[src/rtl/even_pair_reader_if.sv]
// Pair stream from even_pair_reader to the check-node stage.
// The source side (master) drives valid/data/last; the sink (slave) drives ready.
interface even_pair_reader_if #(
    parameter int DATA_W = 24
);
    logic              out_valid;
    logic              out_ready;
    logic [DATA_W-1:0] out_data_a;
    logic [DATA_W-1:0] out_data_b;
    logic              out_last;

    modport master (
        output out_valid,
        output out_data_a,
        output out_data_b,
        output out_last,
        input  out_ready
    );

    modport slave (
        input  out_valid,
        input  out_data_a,
        input  out_data_b,
        input  out_last,
        output out_ready
    );
endinterface

[src/rtl/even_pair_reader.sv]
// even_pair_reader: walks the even address stream of an external counter_even,
// fetches word pairs (2k, 2k+1) from a dual-port RAM with 1-cycle read latency
// and hands them downstream through a 2-entry valid/ready buffer.
// A read is only issued when a buffer slot is guaranteed free on return, so the
// buffer can never overflow.
// Optional build macro: PAIR_RD_STALL_CNT_EN adds a per-frame backpressure
// counter output stall_cnt[15:0].
module even_pair_reader #(
    parameter int ADDR_W = 10,
    parameter int DATA_W = 24
) (
    input  logic              clk,
    input  logic              reset,
    input  logic              start,
    input  logic [ADDR_W-1:0] num_pairs,
    output logic              cnt_rst,
    output logic              cnt_en,
    input  logic [ADDR_W-1:0] count,
    output logic              ram_re,
    output logic [ADDR_W-1:0] ram_addr_a,
    output logic [ADDR_W-1:0] ram_addr_b,
    input  logic [DATA_W-1:0] ram_dout_a,
    input  logic [DATA_W-1:0] ram_dout_b,
    even_pair_reader_if.master out_if,
    output logic              busy,
    output logic              done
`ifdef PAIR_RD_STALL_CNT_EN
    ,
    output logic [15:0]       stall_cnt
`endif
);

    typedef enum logic [2:0] {
        ST_IDLE  = 3'd0,
        ST_INIT  = 3'd1,
        ST_RUN   = 3'd2,
        ST_DRAIN = 3'd3,
        ST_DONE  = 3'd4
    } state_t;

    localparam logic [ADDR_W-1:0] MAX_PAIRS = {1'b1, {(ADDR_W-1){1'b0}}};
    localparam logic [ADDR_W-1:0] ONE_A     = {{(ADDR_W-1){1'b0}}, 1'b1};
    localparam logic [ADDR_W-1:0] ZERO_A    = {ADDR_W{1'b0}};
    localparam logic [DATA_W-1:0] ZERO_D    = {DATA_W{1'b0}};

    state_t            state_q, state_d;
    logic [ADDR_W-1:0] remaining_q, remaining_d;
    logic              inflight_q;
    logic              inflight_last_q;
    logic [DATA_W-1:0] fifo_a_q [2];
    logic [DATA_W-1:0] fifo_b_q [2];
    logic              fifo_last_q [2];
    logic              wr_ptr_q;
    logic              rd_ptr_q;
    logic [1:0]        fifo_cnt_q;

    logic              out_valid_s;
    logic              pop_s;
    logic              credit_s;
    logic              issue_s;
    logic              last_issue_s;

    // Head of the buffer is presented directly from the storage registers
    assign out_valid_s       = (fifo_cnt_q != 2'd0);
    assign out_if.out_valid  = out_valid_s;
    assign out_if.out_data_a = fifo_a_q[rd_ptr_q];
    assign out_if.out_data_b = fifo_b_q[rd_ptr_q];
    assign out_if.out_last   = out_valid_s & fifo_last_q[rd_ptr_q];

    assign pop_s        = out_valid_s & out_if.out_ready;
    // A slot is free on return if occupancy plus the read in flight is below 2,
    // or if the head leaves this cycle.
    assign credit_s     = ((fifo_cnt_q + {1'b0, inflight_q}) < 2'd2) | pop_s;
    assign issue_s      = (state_q == ST_RUN) & (remaining_q != ZERO_A) & credit_s;
    assign last_issue_s = (remaining_q == ONE_A);

    assign cnt_en     = issue_s;
    assign ram_re     = issue_s;
    assign ram_addr_a = issue_s ? count : ZERO_A;
    assign ram_addr_b = issue_s ? (count | ONE_A) : ZERO_A;
    assign busy       = (state_q != ST_IDLE);
    assign done       = (state_q == ST_DONE);

    // Next-state and frame bookkeeping for the fetch sequencer
    always_comb begin
        state_d     = state_q;
        remaining_d = remaining_q;
        cnt_rst     = 1'b0;
        case (state_q)
            ST_IDLE: begin
                if (start) begin
                    state_d     = ST_INIT;
                    remaining_d = (num_pairs > MAX_PAIRS) ? MAX_PAIRS : num_pairs;
                end else begin
                    state_d = ST_IDLE;
                end
            end
            ST_INIT: begin
                cnt_rst = 1'b1;
                if (remaining_q == ZERO_A) begin
                    state_d = ST_DONE;
                end else begin
                    state_d = ST_RUN;
                end
            end
            ST_RUN: begin
                if (issue_s) begin
                    remaining_d = remaining_q - ONE_A;
                    if (last_issue_s) begin
                        state_d = ST_DRAIN;
                    end else begin
                        state_d = ST_RUN;
                    end
                end else begin
                    state_d = ST_RUN;
                end
            end
            ST_DRAIN: begin
                if (!inflight_q && (fifo_cnt_q == 2'd0)) begin
                    state_d = ST_DONE;
                end else begin
                    state_d = ST_DRAIN;
                end
            end
            ST_DONE: begin
                state_d = ST_IDLE;
            end
            default: begin
                state_d     = ST_IDLE;
                remaining_d = ZERO_A;
            end
        endcase
    end

    // Sequencer state and remaining-pair count
    always_ff @(posedge clk or negedge reset) begin
        if (!reset) begin
            state_q     <= ST_IDLE;
            remaining_q <= ZERO_A;
        end else begin
            state_q     <= state_d;
            remaining_q <= remaining_d;
        end
    end

    // Return path: capture RAM data one cycle after issue, retire head on transfer
    always_ff @(posedge clk or negedge reset) begin
        if (!reset) begin
            inflight_q      <= 1'b0;
            inflight_last_q <= 1'b0;
            fifo_a_q[0]     <= ZERO_D;
            fifo_a_q[1]     <= ZERO_D;
            fifo_b_q[0]     <= ZERO_D;
            fifo_b_q[1]     <= ZERO_D;
            fifo_last_q[0]  <= 1'b0;
            fifo_last_q[1]  <= 1'b0;
            wr_ptr_q        <= 1'b0;
            rd_ptr_q        <= 1'b0;
            fifo_cnt_q      <= 2'd0;
        end else begin
            inflight_q      <= issue_s;
            inflight_last_q <= issue_s & last_issue_s;
            if (inflight_q) begin
                fifo_a_q[wr_ptr_q]    <= ram_dout_a;
                fifo_b_q[wr_ptr_q]    <= ram_dout_b;
                fifo_last_q[wr_ptr_q] <= inflight_last_q;
                wr_ptr_q              <= ~wr_ptr_q;
            end
            if (pop_s) begin
                rd_ptr_q <= ~rd_ptr_q;
            end
            case ({inflight_q, pop_s})
                2'b10:   fifo_cnt_q <= fifo_cnt_q + 2'd1;
                2'b01:   fifo_cnt_q <= fifo_cnt_q - 2'd1;
                default: fifo_cnt_q <= fifo_cnt_q;
            endcase
        end
    end

`ifdef PAIR_RD_STALL_CNT_EN
    logic [15:0] stall_cnt_q;

    // Per-frame count of backpressured cycles, saturating, kept after frame end
    always_ff @(posedge clk or negedge reset) begin
        if (!reset) begin
            stall_cnt_q <= 16'h0000;
        end else if (state_q == ST_INIT) begin
            stall_cnt_q <= 16'h0000;
        end else if (out_valid_s && !out_if.out_ready && (stall_cnt_q != 16'hFFFF)) begin
            stall_cnt_q <= stall_cnt_q + 16'h0001;
        end else begin
            stall_cnt_q <= stall_cnt_q;
        end
    end

    assign stall_cnt = stall_cnt_q;
`endif

endmodule

[src/flat_wrapper.sv]
// flat-port wrapper written by rule: the top's interface ports become plain ports
module even_pair_reader_flat 
#(
    parameter int ADDR_W = 10,
    parameter int DATA_W = 24
)
  (clk, reset, start, num_pairs, cnt_rst, cnt_en, count, ram_re, ram_addr_a, ram_addr_b, ram_dout_a, ram_dout_b, busy, done, out_if_out_valid, out_if_out_data_a, out_if_out_data_b, out_if_out_last, out_if_out_ready);
  even_pair_reader_if #(.DATA_W(DATA_W)) out_if_i ();
  input  logic clk;
  input  logic reset;
  input  logic start;
  input  logic [ADDR_W-1:0] num_pairs;
  output logic cnt_rst;
  output logic cnt_en;
  input  logic [ADDR_W-1:0] count;
  output logic ram_re;
  output logic [ADDR_W-1:0] ram_addr_a;
  output logic [ADDR_W-1:0] ram_addr_b;
  input  logic [DATA_W-1:0] ram_dout_a;
  input  logic [DATA_W-1:0] ram_dout_b;
  output logic busy;
  output logic done;
  output wire logic [$bits(out_if_i.out_valid)-1:0] out_if_out_valid;
  output wire logic [$bits(out_if_i.out_data_a)-1:0] out_if_out_data_a;
  output wire logic [$bits(out_if_i.out_data_b)-1:0] out_if_out_data_b;
  output wire logic [$bits(out_if_i.out_last)-1:0] out_if_out_last;
  input wire logic [$bits(out_if_i.out_ready)-1:0] out_if_out_ready;
  assign out_if_out_valid = out_if_i.out_valid;
  assign out_if_out_data_a = out_if_i.out_data_a;
  assign out_if_out_data_b = out_if_i.out_data_b;
  assign out_if_out_last = out_if_i.out_last;
  assign out_if_i.out_ready = out_if_out_ready;
  even_pair_reader #(.ADDR_W(ADDR_W), .DATA_W(DATA_W)) u_core (.clk(clk), .reset(reset), .start(start), .num_pairs(num_pairs), .cnt_rst(cnt_rst), .cnt_en(cnt_en), .count(count), .ram_re(ram_re), .ram_addr_a(ram_addr_a), .ram_addr_b(ram_addr_b), .ram_dout_a(ram_dout_a), .ram_dout_b(ram_dout_b), .out_if(out_if_i), .busy(busy), .done(done));
endmodule
[config.mk]
export PLATFORM = sky130hd
export DESIGN_NAME = even_pair_reader_flat
export DESIGN_NICKNAME = d
export VERILOG_FILES = /design/src/rtl/even_pair_reader_if.sv /design/src/rtl/even_pair_reader.sv /design/src/flat_wrapper.sv
export SDC_FILE = /design/constraint.sdc
export NUM_CORES = 1
export LEC_CHECK = 0
export CORE_MARGIN = 3
export CORE_UTILIZATION = 35
export DETAILED_ROUTE_END_ITERATION = 10
export DONT_BUFFER_PORTS = 1
export SETUP_SLACK_MARGIN = 0.02
export SLEW_MARGIN = 20
export SYNTH_ARGS = -nofsm -noshare
export SYNTH_HDL_FRONTEND = slang
export SYNTH_SLANG_ARGS = --single-unit
export TNS_END_PERCENT = 1
[constraint.sdc]
create_clock -name clk -period 4.66 [get_ports clk]
set_input_delay 0.699 -clock clk [delete_from_list [all_inputs] [get_ports clk]]
set_output_delay 0.699 -clock clk [all_outputs]
set_load 0.1 [all_outputs]
* Yosys cells after proc, flatten, opt, wreduce, memory -nomap -nowiden
Index checks and enable logic that the tools add are counted.
Storage, ports and cells: register bits 117, bits of input ports 72, output and inout bits 75, logic and storage cells 84
Cells by class: add/subtract/negate cells 4, $lt $le $gt $ge 5, equal/unequal tests 9, multiplexer cells 30, bitwise gates (word level) 11, reduce and logical (&&, ||, !) cells 12
Operators with widths (number):
- $mux W24 | 7
- $bwmux W48 | 2
- $mux W10 | 5
- $pmux W10 S3 | 1
- $demux W24 S1 | 1
- $pmux W3 S4 | 1
- $eq A10 B1 Y1 const B | 1
- $gt A10 B10 Y1 const B | 1
- $logic_not A10 Y1 | 1
- $reduce_bool A10 Y1 | 1
- $sub A10 B1 Y10 const B | 1
- $mux W1 | 8
- $eq A3 B2 Y1 const B | 2
- $mux W3 | 2
- $and A1 B1 Y1 | 5
- $ge A2 B2 Y1 const B | 2
- $not A1 Y2 | 2
- $pmux W2 S2 | 1
- $reduce_bool A2 Y1 | 2
- $eq A3 B1 Y1 const B | 1
- $eq A3 B3 Y1 const B | 1
- $logic_not A3 Y1 | 1
- $not A1 Y1 | 3
- $reduce_and A3 Y1 | 1
- other kinds (17) | 18

* Depth between registers and ports, before layout
Gate-level depths: netlist (run 1).
depth in word-level cells 6, depth in mapped cells 9, depth with buffers taken out 7

* Least setup slack after synthesis (run 1)
Ideal clock, no wire load.
path type input-to-output, start input out_if_out_ready, end output ram_addr_b[1], arrival 3.115 ns, data required time 3.961 ns, path slack 0.846 ns, stages on the path 7, path buffers 2, cells stage by stage nor2b_1 -> mux2i_1 -> nand2_1 -> nor2_1 -> buf_2 -> and2_1 -> buf_4
On the way: longest elaborated chain between the ends 4
Ends and longest elaborated chain:
- from (decl) | line flat_wrapper.sv:27 | input wire logic [$bits(out_if_i.out_ready)-1:0] out_if_out_ready;
- $and A1 B1 Y1 | line even_pair_reader.sv:70 | assign pop_s = out_valid_s & out_if.out_ready;
- $or A1 B1 Y1 | line even_pair_reader.sv:73 | assign credit_s = ((fifo_cnt_q + {1'b0, inflight_q}) < 2'd2) | pop_s;
- $and A1 B1 Y1 | line even_pair_reader.sv:74 | assign issue_s = (state_q == ST_RUN) & (remaining_q != ZERO_A) & credit_s;
- via cnt_en | line flat_wrapper.sv:14 | output logic cnt_en;
- $mux W10 | line even_pair_reader.sv:80 | assign ram_addr_b = issue_s ? (count | ONE_A) : ZERO_A;
- to (decl) | line flat_wrapper.sv:18 | output logic [ADDR_W-1:0] ram_addr_b;
The timed path passes the listed nets, and every way through them passes these cells.

* Final worst setup path (run 1)
start register u_core.inflight_q, end output ram_addr_a[4]
On the way: longest elaborated chain between the ends 5
Ends and longest elaborated chain:
- from (decl) | line even_pair_reader.sv:48 | logic inflight_q;
- from (signal assigned) | line even_pair_reader.sv:161 | inflight_q <= issue_s;
- $add A2 B1 Y2 | line even_pair_reader.sv:73
- $lt A2 B2 Y1 | line even_pair_reader.sv:73
- $or A1 B1 Y1 | line even_pair_reader.sv:73
- $and A1 B1 Y1 | line even_pair_reader.sv:74
- via cnt_en | line flat_wrapper.sv:14
- $mux W10 | line even_pair_reader.sv:79 | assign ram_addr_a = issue_s ? count : ZERO_A;
- to (decl) | line flat_wrapper.sv:17 | output logic [ADDR_W-1:0] ram_addr_a;
The timed path passes the listed nets, and every way through them passes these cells.

==> results.cfg, run 1 <==
[synth]
ys_seq_area_share_pct = 53.2
synth.avg_cell_area_sq_um = 13.2
synth_compound_area_share_pct = 4.64
yosys.area_share.simple_pct = 6.76
synth_edf_count = 0
synth_top_area_cell = dfrtp_1
ys_types = 43
yosys-top-cells-area = dfrtp_1, mux2_2, buf_4, nor2_1, and2_1
post-synth-top-count-cell = mux2_2
synth_top_family_by_area = multiplexers
synthAdderAreaFrac_pct = 0.910
synth_xor_area_share_pct = 0.796
syn_nets = 494
ys.flop_type = dfrtp_1
synth.mux.area_fraction_pct = 30.3
synth_area_sq_um = 5500
async_flop_share_pct = 100
synth_top_area_share_pct = 53.2
synth-seq-cells = 117
synth_common_cells = mux2_2, dfrtp_1, nor2_1
syn_inst = 418
yosys_warnings = 0

[worst_setup_path]
path_cells = nand2_1 -> mux2i_1 -> nand2_1 -> nor2_4 -> and2_2 -> buf_4
worst_ep_arrival_time_ps = 3100
critPathSlowestCell = nor2_4
timing_worst_setup_path_type = reg2out
cp_max_fo = 13
required_ps = 3960
crit_path_end_kind = output port
start_kind = flip-flop
path_buf_inv = 1
cpLargestDelayFamily = simple AND/OR/NAND/NOR gates
cpMostUsedCell = nand2_1
worst_path_largest_cell_delay_ps = 670

[floorplanning]
fp.dieH_um = 131
num_io_pins = 147
rows = 45
start_util_pct = 35.9
dieArea_sq_um = 17300
core_sq_um = 15300
die_x_um = 131

[timing]
hold_viol = 0
period_needed_ps = 3800
finalSetupViolations = 0
hold_ws_ps = 203
finalSetupTns_ps = 0
drv_slew = 0
fmax_mhz = 264
finClkSkew_ps = 10.7
post-route-period-util_pct = 81.4
setup_ws_ps = 865
grt_setup_unrepaired = false
worst_pin_slew_ps = 1120
relSlewSlack_pct = 24.9

[route]
drtAntennaViolNets = 0
wirelength_um = 11900
drt-initial-drc-count = 106
vias_per_cell = 5.14
drt-pass1-iter-count = 4
wl_per_cell_um = 18.5
vias = 3322
drc_errors = 0

[grt]
grt_pass1_wl_um = 19700
overflow = 0
grt_start_max_net_pins = 118
antenna_found_initial = 0
grt_use_total_pct = 14.5
grt_pass1_vias = 3636

[cells_and_area]
regArea_sq_um = 2930
drive_gt1_share_pct = 49.4
fillers = 1436
multi_input_area_sq_um = 2420
nNetsFinal = 498
syn_to_final_growth_pct = 16.5
num_antenna_cells = 0
fin_util_pct = 41.8

[clock_network]
clk_latency_ps = 410
cts_tree = yes
clock-sinks = 117
clkSlewWorstSetupHoldPaths_ps = 50
clock_path_buffers = 2
cts_setup_buffers = 0
cts_hold_buf = 1
post_cts_resized = 0
cts-root-buf = clkbuf_16
numCtsBuffers = 17
htree_levels = 4

[placed_design]
port-buffer-count = 0
gp_congestion = 0.831
dp_slack_ps = 1130
dp_hpwl_um = 7930

[run_status]
status = complete, no violations

[job]
cap_violations = 0

[worst_hold_path]
hold_path_class = in2async
[cells by family (layout without fill, tap and decap cells)]
family,Yosys count,in the layout
buf+inv,37,54
simple gates,72,72
mux,148,148
fa+ha+maj,4,4
xor+xnor,5,5
flops,117,117
compound gates,35,35
[metal layers]
metal,part of all wire [%],global-route usage (%),vias up
met4,1.9,5.48,0
met2,49,24.0,130
met3,6.9,5.32,23
met1,42,17.2,1677
met5,0,0,-
li1,-,-,1492
[worst reg2reg max path, stage by stage (launching register included)]
cell and delay [ps]:
dfrtp_1 570, or3b_2 630, or4_4 590, o211a_2 180
a21oi_1 170, a311oi_1 70
[flip-flops by register name, indices dropped and copies added (netlist names)]
| signal | flops |
|---|---|
| u_core.fifo_cnt_q | 2 |
| u_core.fifo_last_q | 2 |
| u_core.wr_ptr_q | 1 |
| u_core.remaining_q | 10 |
| u_core.fifo_b_q | 48 |
| u_core.rd_ptr_q | 1 |
| u_core.state_q | 3 |
| u_core.inflight_q | 1 |
| u_core.fifo_a_q | 48 |
| u_core.inflight_last_q | 1 |
[area by class of cell]
type / instances / share of cell area, %
clock buffer: 25 / 8.05
clock inverter: 7 / 1.45
inverter: 5 / 0.293
multi-input combinational: 264 / 37.8
sequential: 117 / 45.7
tap: 211 / 4.12
timing repair buffer: 17 / 2.62
[layout by cell type (no fill, tap or decap), types with 3 or more instances in the layout]
master      instances
clkinvlp_4          3
a21oi_1            10
ha_1                4
nor2_1             18
nor3_1              4
inv_1               5
dfrtp_1           116
clkbuf_16          17
nand2_1            14
buf_4              15
or3_1               4
clkbuf_8            6
mux2_2            146
and2_2              9
and2_1              3
xor2_1              3
a32o_1              3
o21ai_0             4
[worst paths after layout]
check,startpoint,end,slack [ps],depth (start not counted)
setup / recovery,u_core.inflight_q$_DFF_PN0_,ram_addr_a[4],860,6
hold / removal,reset,u_core.fifo_b_q[34]$_DFFE_PN0P_,200,1
setup reg to reg,u_core.state_q[1]$_DFF_PN0_,u_core.remaining_q[4]$_DFFE_PN0P_,2310,5
hold reg to reg,u_core.fifo_b_q[1]$_DFFE_PN0P_,u_core.fifo_b_q[1]$_DFFE_PN0P_,500,1
max in group asynchronous,reset,u_core.rd_ptr_q$_DFFE_PN0P_,3910,1
min in group clk,ram_dout_b[20],u_core.fifo_b_q[20]$_DFFE_PN0P_,440,1
[metrics by stage]
| step | area, sq um | cells |
|---|---|---|
| floorplan | 5500 | 418 |
| global placement | 5740 | 612 |
| detailed placement | 5770 | 613 |
| CTS | 6410 | 646 |
| global route | 6410 | 646 |
| finish | 6410 | 646 |
Power of run 1 is not shown: default switching activity piles up to over one toggle a cycle in this logic, so the estimate is an artifact.
==> run 2: changes to the inputs <==
Clock period 4.66 ns to 3.8 ns, I/O delays scaled along.
==> results.cfg, run 2 (synthesis gave the netlist of run 1 again) <==
[run_status]
status = complete, no violations

[cells_and_area]
multi_input_area_sq_um = 2420
fin_area_sq_um = 6450
final_common_cell = mux2_2
regArea_sq_um = 2930
nNetsFinal = 499
syn_to_final_growth_pct = 17.3
num_antenna_cells = 0
final_cell_mix = mux2_2, dfrtp_1, nor2_1, clkbuf_16, nand2_1
drive_gt1_share_pct = 49.7
fillers = 1419
final_cells = 646
reg_top3 = u_core.fifo_a_q (48), u_core.fifo_b_q (48), u_core.remaining_q (10)
fin_util_pct = 42.1

[worst_setup_path]
required_ps = 3230
rr_worst_depth = 4
timing_worst_setup_path_type = reg2out
worst_ep_arrival_time_ps = 2560
cp_max_fo = 12
crit_path_end_kind = output port
reg2reg_from = u_core.state_q[1]$_DFF_PN0_
critPathSlowestCell = or4_4
path_cells = or4_4 -> or3_1 -> nand2_1 -> nor2_4 -> and2_2 -> buf_12
reg2reg_to = u_core.remaining_q[7]$_DFFE_PN0P_
worst_path_largest_cell_delay_ps = 570
start_kind = flip-flop
rrSetupSlack_ps = 1480

[clock_network]
cts-root-buf = clkbuf_16
cts_tree = yes
htree_levels = 4
clock-sinks = 117
numCtsBuffers = 17
clock_path_buffers = 2
clk_latency_ps = 410
post_cts_resized = 0
clkSlewWorstSetupHoldPaths_ps = 50

[placed_design]
dp_hpwl_um = 8120
gp_congestion = 0.841
placed_cells_incl_taps = 614
dpl_cell_area_sq_um = 5870
port-buffer-count = 0

[route]
wl_per_cell_um = 18.7
drc_errors = 0
vias = 3279
drtAntennaViolNets = 0
drt-pass1-iter-count = 4
vias_per_cell = 5.08
drt-initial-drc-count = 97
wirelength_um = 12100

[floorplanning]
num_io_pins = 147
core_sq_um = 15300
rows = 45
start_util_pct = 35.9
fp.dieH_um = 131
dieArea_sq_um = 17300
die_x_um = 131

[grt]
antenna_found_initial = 0
grt_use_total_pct = 14.5
grt_pass1_vias = 3635
overflow = 0
grt_start_max_net_pins = 118
grt_pass1_wl_um = 19600

[job]
cap_violations = 0

[timing]
fmax_mhz = 319
finClkSkew_ps = 8.30
relSlewSlack_pct = 26.2
finalSetupViolations = 0
worst_pin_slew_ps = 1110
finalSetupTns_ps = 0
hold_viol = 0
drv_slew = 0
grt_setup_unrepaired = false
post-route-period-util_pct = 82.5
period_needed_ps = 3130

[worst_hold_path]
hold_path_class = in2async
-- run 2: critical path: cells and delay by family, from the launching register on --
| kind | cells | cell delay, ps |
|---|---|---|
| buffers and inverters | 1 | 200 |
| DFF | 1 | 420 |
| and+or+nand+nor | 5 | 1520 |
-- run 2: metrics by stage --
stage | setup WS [ps] | hold WS (ps)
floorplan | 222 | 274
global placement | 1160 | 277
detailed placement | 1120 | 278
CTS | 668 | 143
global route | 560 | 161
finish | 665 | 124
-- run 2: area by class of cell --
| class | instances | share of cell area [%] |
|---|---|---|
| repair buffers | 18 | 4.15 |
| well taps | 211 | 4.09 |
| clock inverters | 10 | 1.26 |
| multi-input cells | 264 | 37.5 |
| clock buffers | 21 | 7.29 |
| inverters | 5 | 0.291 |
| flip-flops and latches | 117 | 45.4 |
-- run 2: timing repair --
item	4_1_cts	5_1_grt
buffers inserted	0	0
hold buffers	1	0
hold endpoints to repair	117	0
-- run 2: layer usage --
| metal | vias to the layer above | GRT usage [%] | wire length, um |
|---|---|---|---|
| li1 | 1494 | - | - |
| met1 | 1639 | 16.0 | 4800 |
| met2 | 133 | 24.7 | 6160 |
| met3 | 13 | 6.47 | 979 |
| met4 | 0 | 5.02 | 147 |
| met5 | - | 0 | 0 |
-- run 2: worst max-delay path by stage --
stage          depth (start not counted)             to                         startpoint
6_report                               6  ram_addr_a[3]  u_core.remaining_q[5]$_DFFE_PN0P_
5_1_grt                                6  ram_addr_a[3]  u_core.remaining_q[5]$_DFFE_PN0P_
4_1_cts                                6  ram_addr_a[3]  u_core.remaining_q[5]$_DFFE_PN0P_
3_5_place_dp                           6  ram_addr_a[3]  u_core.remaining_q[5]$_DFFE_PN0P_
3_3_place_gp                           6  ram_addr_a[2]  u_core.remaining_q[5]$_DFFE_PN0P_
2_1_floorplan                          7  ram_addr_b[1]        u_core.state_q[2]$_DFF_PN0_
Power of run 2 is left out for the same reason.
==> run 3: changes to the inputs <==
Clock period 3.8 ns to 2.9 ns, I/O delays scaled along.
==> results.cfg, run 3 (synthesis gave the netlist of run 1 again) <==
[run_status]
status = finished with violations
violations = negative hold slack

[worst_setup_path]
critPathSlowestCell = or4_4
timing_worst_setup_path_type = reg2out
required_ps = 2470
cp_max_fo = 13
worst_ep_arrival_time_ps = 2340
worst_path_largest_cell_delay_ps = 540
crit_path_end_kind = output port
path_cells = or4_4 -> or3_4 -> nand2_4 -> nor2_4 -> and2_2 -> buf_12
start_kind = flip-flop

[cells_and_area]
fin_area_sq_um = 6560
nNetsFinal = 507
final_common_cell = mux2_2
fillers = 1394
syn_to_final_growth_pct = 19.2
final_cells = 651
reg_top3 = u_core.fifo_a_q (48), u_core.fifo_b_q (48), u_core.remaining_q (10)
num_antenna_cells = 0
drive_gt1_share_pct = 50.5
final_cell_mix = mux2_2, dfrtp_1, nor2_1, clkbuf_16

[clock_network]
clk_latency_ps = 400
cts_tree = yes
clkSlewWorstSetupHoldPaths_ps = 50
htree_levels = 4
clock-sinks = 117
numCtsBuffers = 17
clock_path_buffers = 2
cts-root-buf = clkbuf_16

[timing]
hold_ws_ps = -269
relSlewSlack_pct = 49.6
grt_setup_unrepaired = false
drv_slew = 0
fmax_mhz = 360
post-route-period-util_pct = 95.8
worst_pin_slew_ps = 755
hold_viol = 117
finClkSkew_ps = 7.70
period_needed_ps = 2780
finalSetupViolations = 0
setup_ws_ps = 123

[placed_design]
gp_congestion = 0.851
dp_slack_ps = 340
dpl_cell_area_sq_um = 5990
dp_hpwl_um = 7950
port-buffer-count = 0
placed_cells_incl_taps = 622

[job]
cap_violations = 0

[floorplanning]
start_util_pct = 35.9
die_x_um = 131
num_io_pins = 147
rows = 45
core_sq_um = 15300
dieArea_sq_um = 17300
fp.dieH_um = 131

[route]
drtAntennaViolNets = 0
drc_errors = 0
vias = 3344
wl_per_cell_um = 17.7
drt-pass1-iter-count = 4
drt-initial-drc-count = 105
wirelength_um = 11500
vias_per_cell = 5.14

[grt]
groute.layer.met2.usage_pct = 23.2
grt-busiest-layer = met2
use_met1_pct = 15.5
grt_start_max_net_pins = 118
grt_pass1_vias = 3569
grt_pass1_wl_um = 18800
antenna_found_initial = 0
met3_usage_pct = 5.82
grt_use_total_pct = 13.7
overflow = 0

[worst_hold_path]
hold_path_class = in2async
-- run 3: changes by cell type in the layout (fill, tap and decap cells not counted), moves of 2 or more --
cell / change
clkbuf_1: +2
clkinv_2: -3
and2_2: -7
and2_4: +8
buf_4: +5
buf_12: +4
-- run 3: area by class of cell --
class                           count  area, sq um  share of cell area, %
Sequential cell                   117         2930                   44.7
Multi-Input combinational cell    264         2440                   37.3
Clock buffer                       22          464                   7.08
Timing Repair Buffer               26          358                   5.46
Tap cell                          211          264                   4.03
Clock inverter                      6         80.1                   1.22
Inverter                            5         18.8                  0.286
-- run 3: worst max-delay path, delay by kind of cell, from the launching register on --
kind          cells  cell delay, ps
flops             1             400
simple gates      5            1320
buf+inv           1             200
-- run 3: path summary, 6_finish.rpt --
kind	startpoint	to	slack, ps	cells after the start
max	u_core.remaining_q[7]$_DFFE_PN0P_	ram_addr_a[9]	120	6
min	reset	u_core.fifo_b_q[10]$_DFFE_PN0P_	-270	0
max reg2reg	u_core.state_q[2]$_DFF_PN0_	u_core.remaining_q[7]$_DFFE_PN0P_	700	4
min reg2reg	u_core.inflight_last_q$_DFF_PN0_	u_core.fifo_last_q[0]$_DFFE_PN0P_	490	1
max in group asynchronous	reset	u_core.rd_ptr_q$_DFFE_PN0P_	3030	0
min in group clk	ram_dout_a[8]	u_core.fifo_a_q[8]$_DFFE_PN0P_	180	1
-- run 3: what timing repair did --
item                       in CTS  in global routing
buffers inserted                1                  0
pin swaps                       0                  1
hold endpoints to repair      117                117
setup endpoints to repair      19                 13
resized for setup               2                  1
-- run 3: per-stage QoR --
stage,util (%),setup TNS [ps]
finish,42.8,0
global route,42.8,0
CTS,42.8,0
detailed placement,39.1,0
global placement,39.1,0
floorplan,-,-597
-- run 3: layer usage --
layer | up-vias | part of all wire, % | wire length, um
met2 | 150 | 50 | 5800
met3 | 10 | 7.8 | 902
met1 | 1672 | 41 | 4710
met5 | - | 0 | 0
met4 | 0 | 1.1 | 125
li1 | 1512 | - | -
Power of run 3 is left out for the same reason.
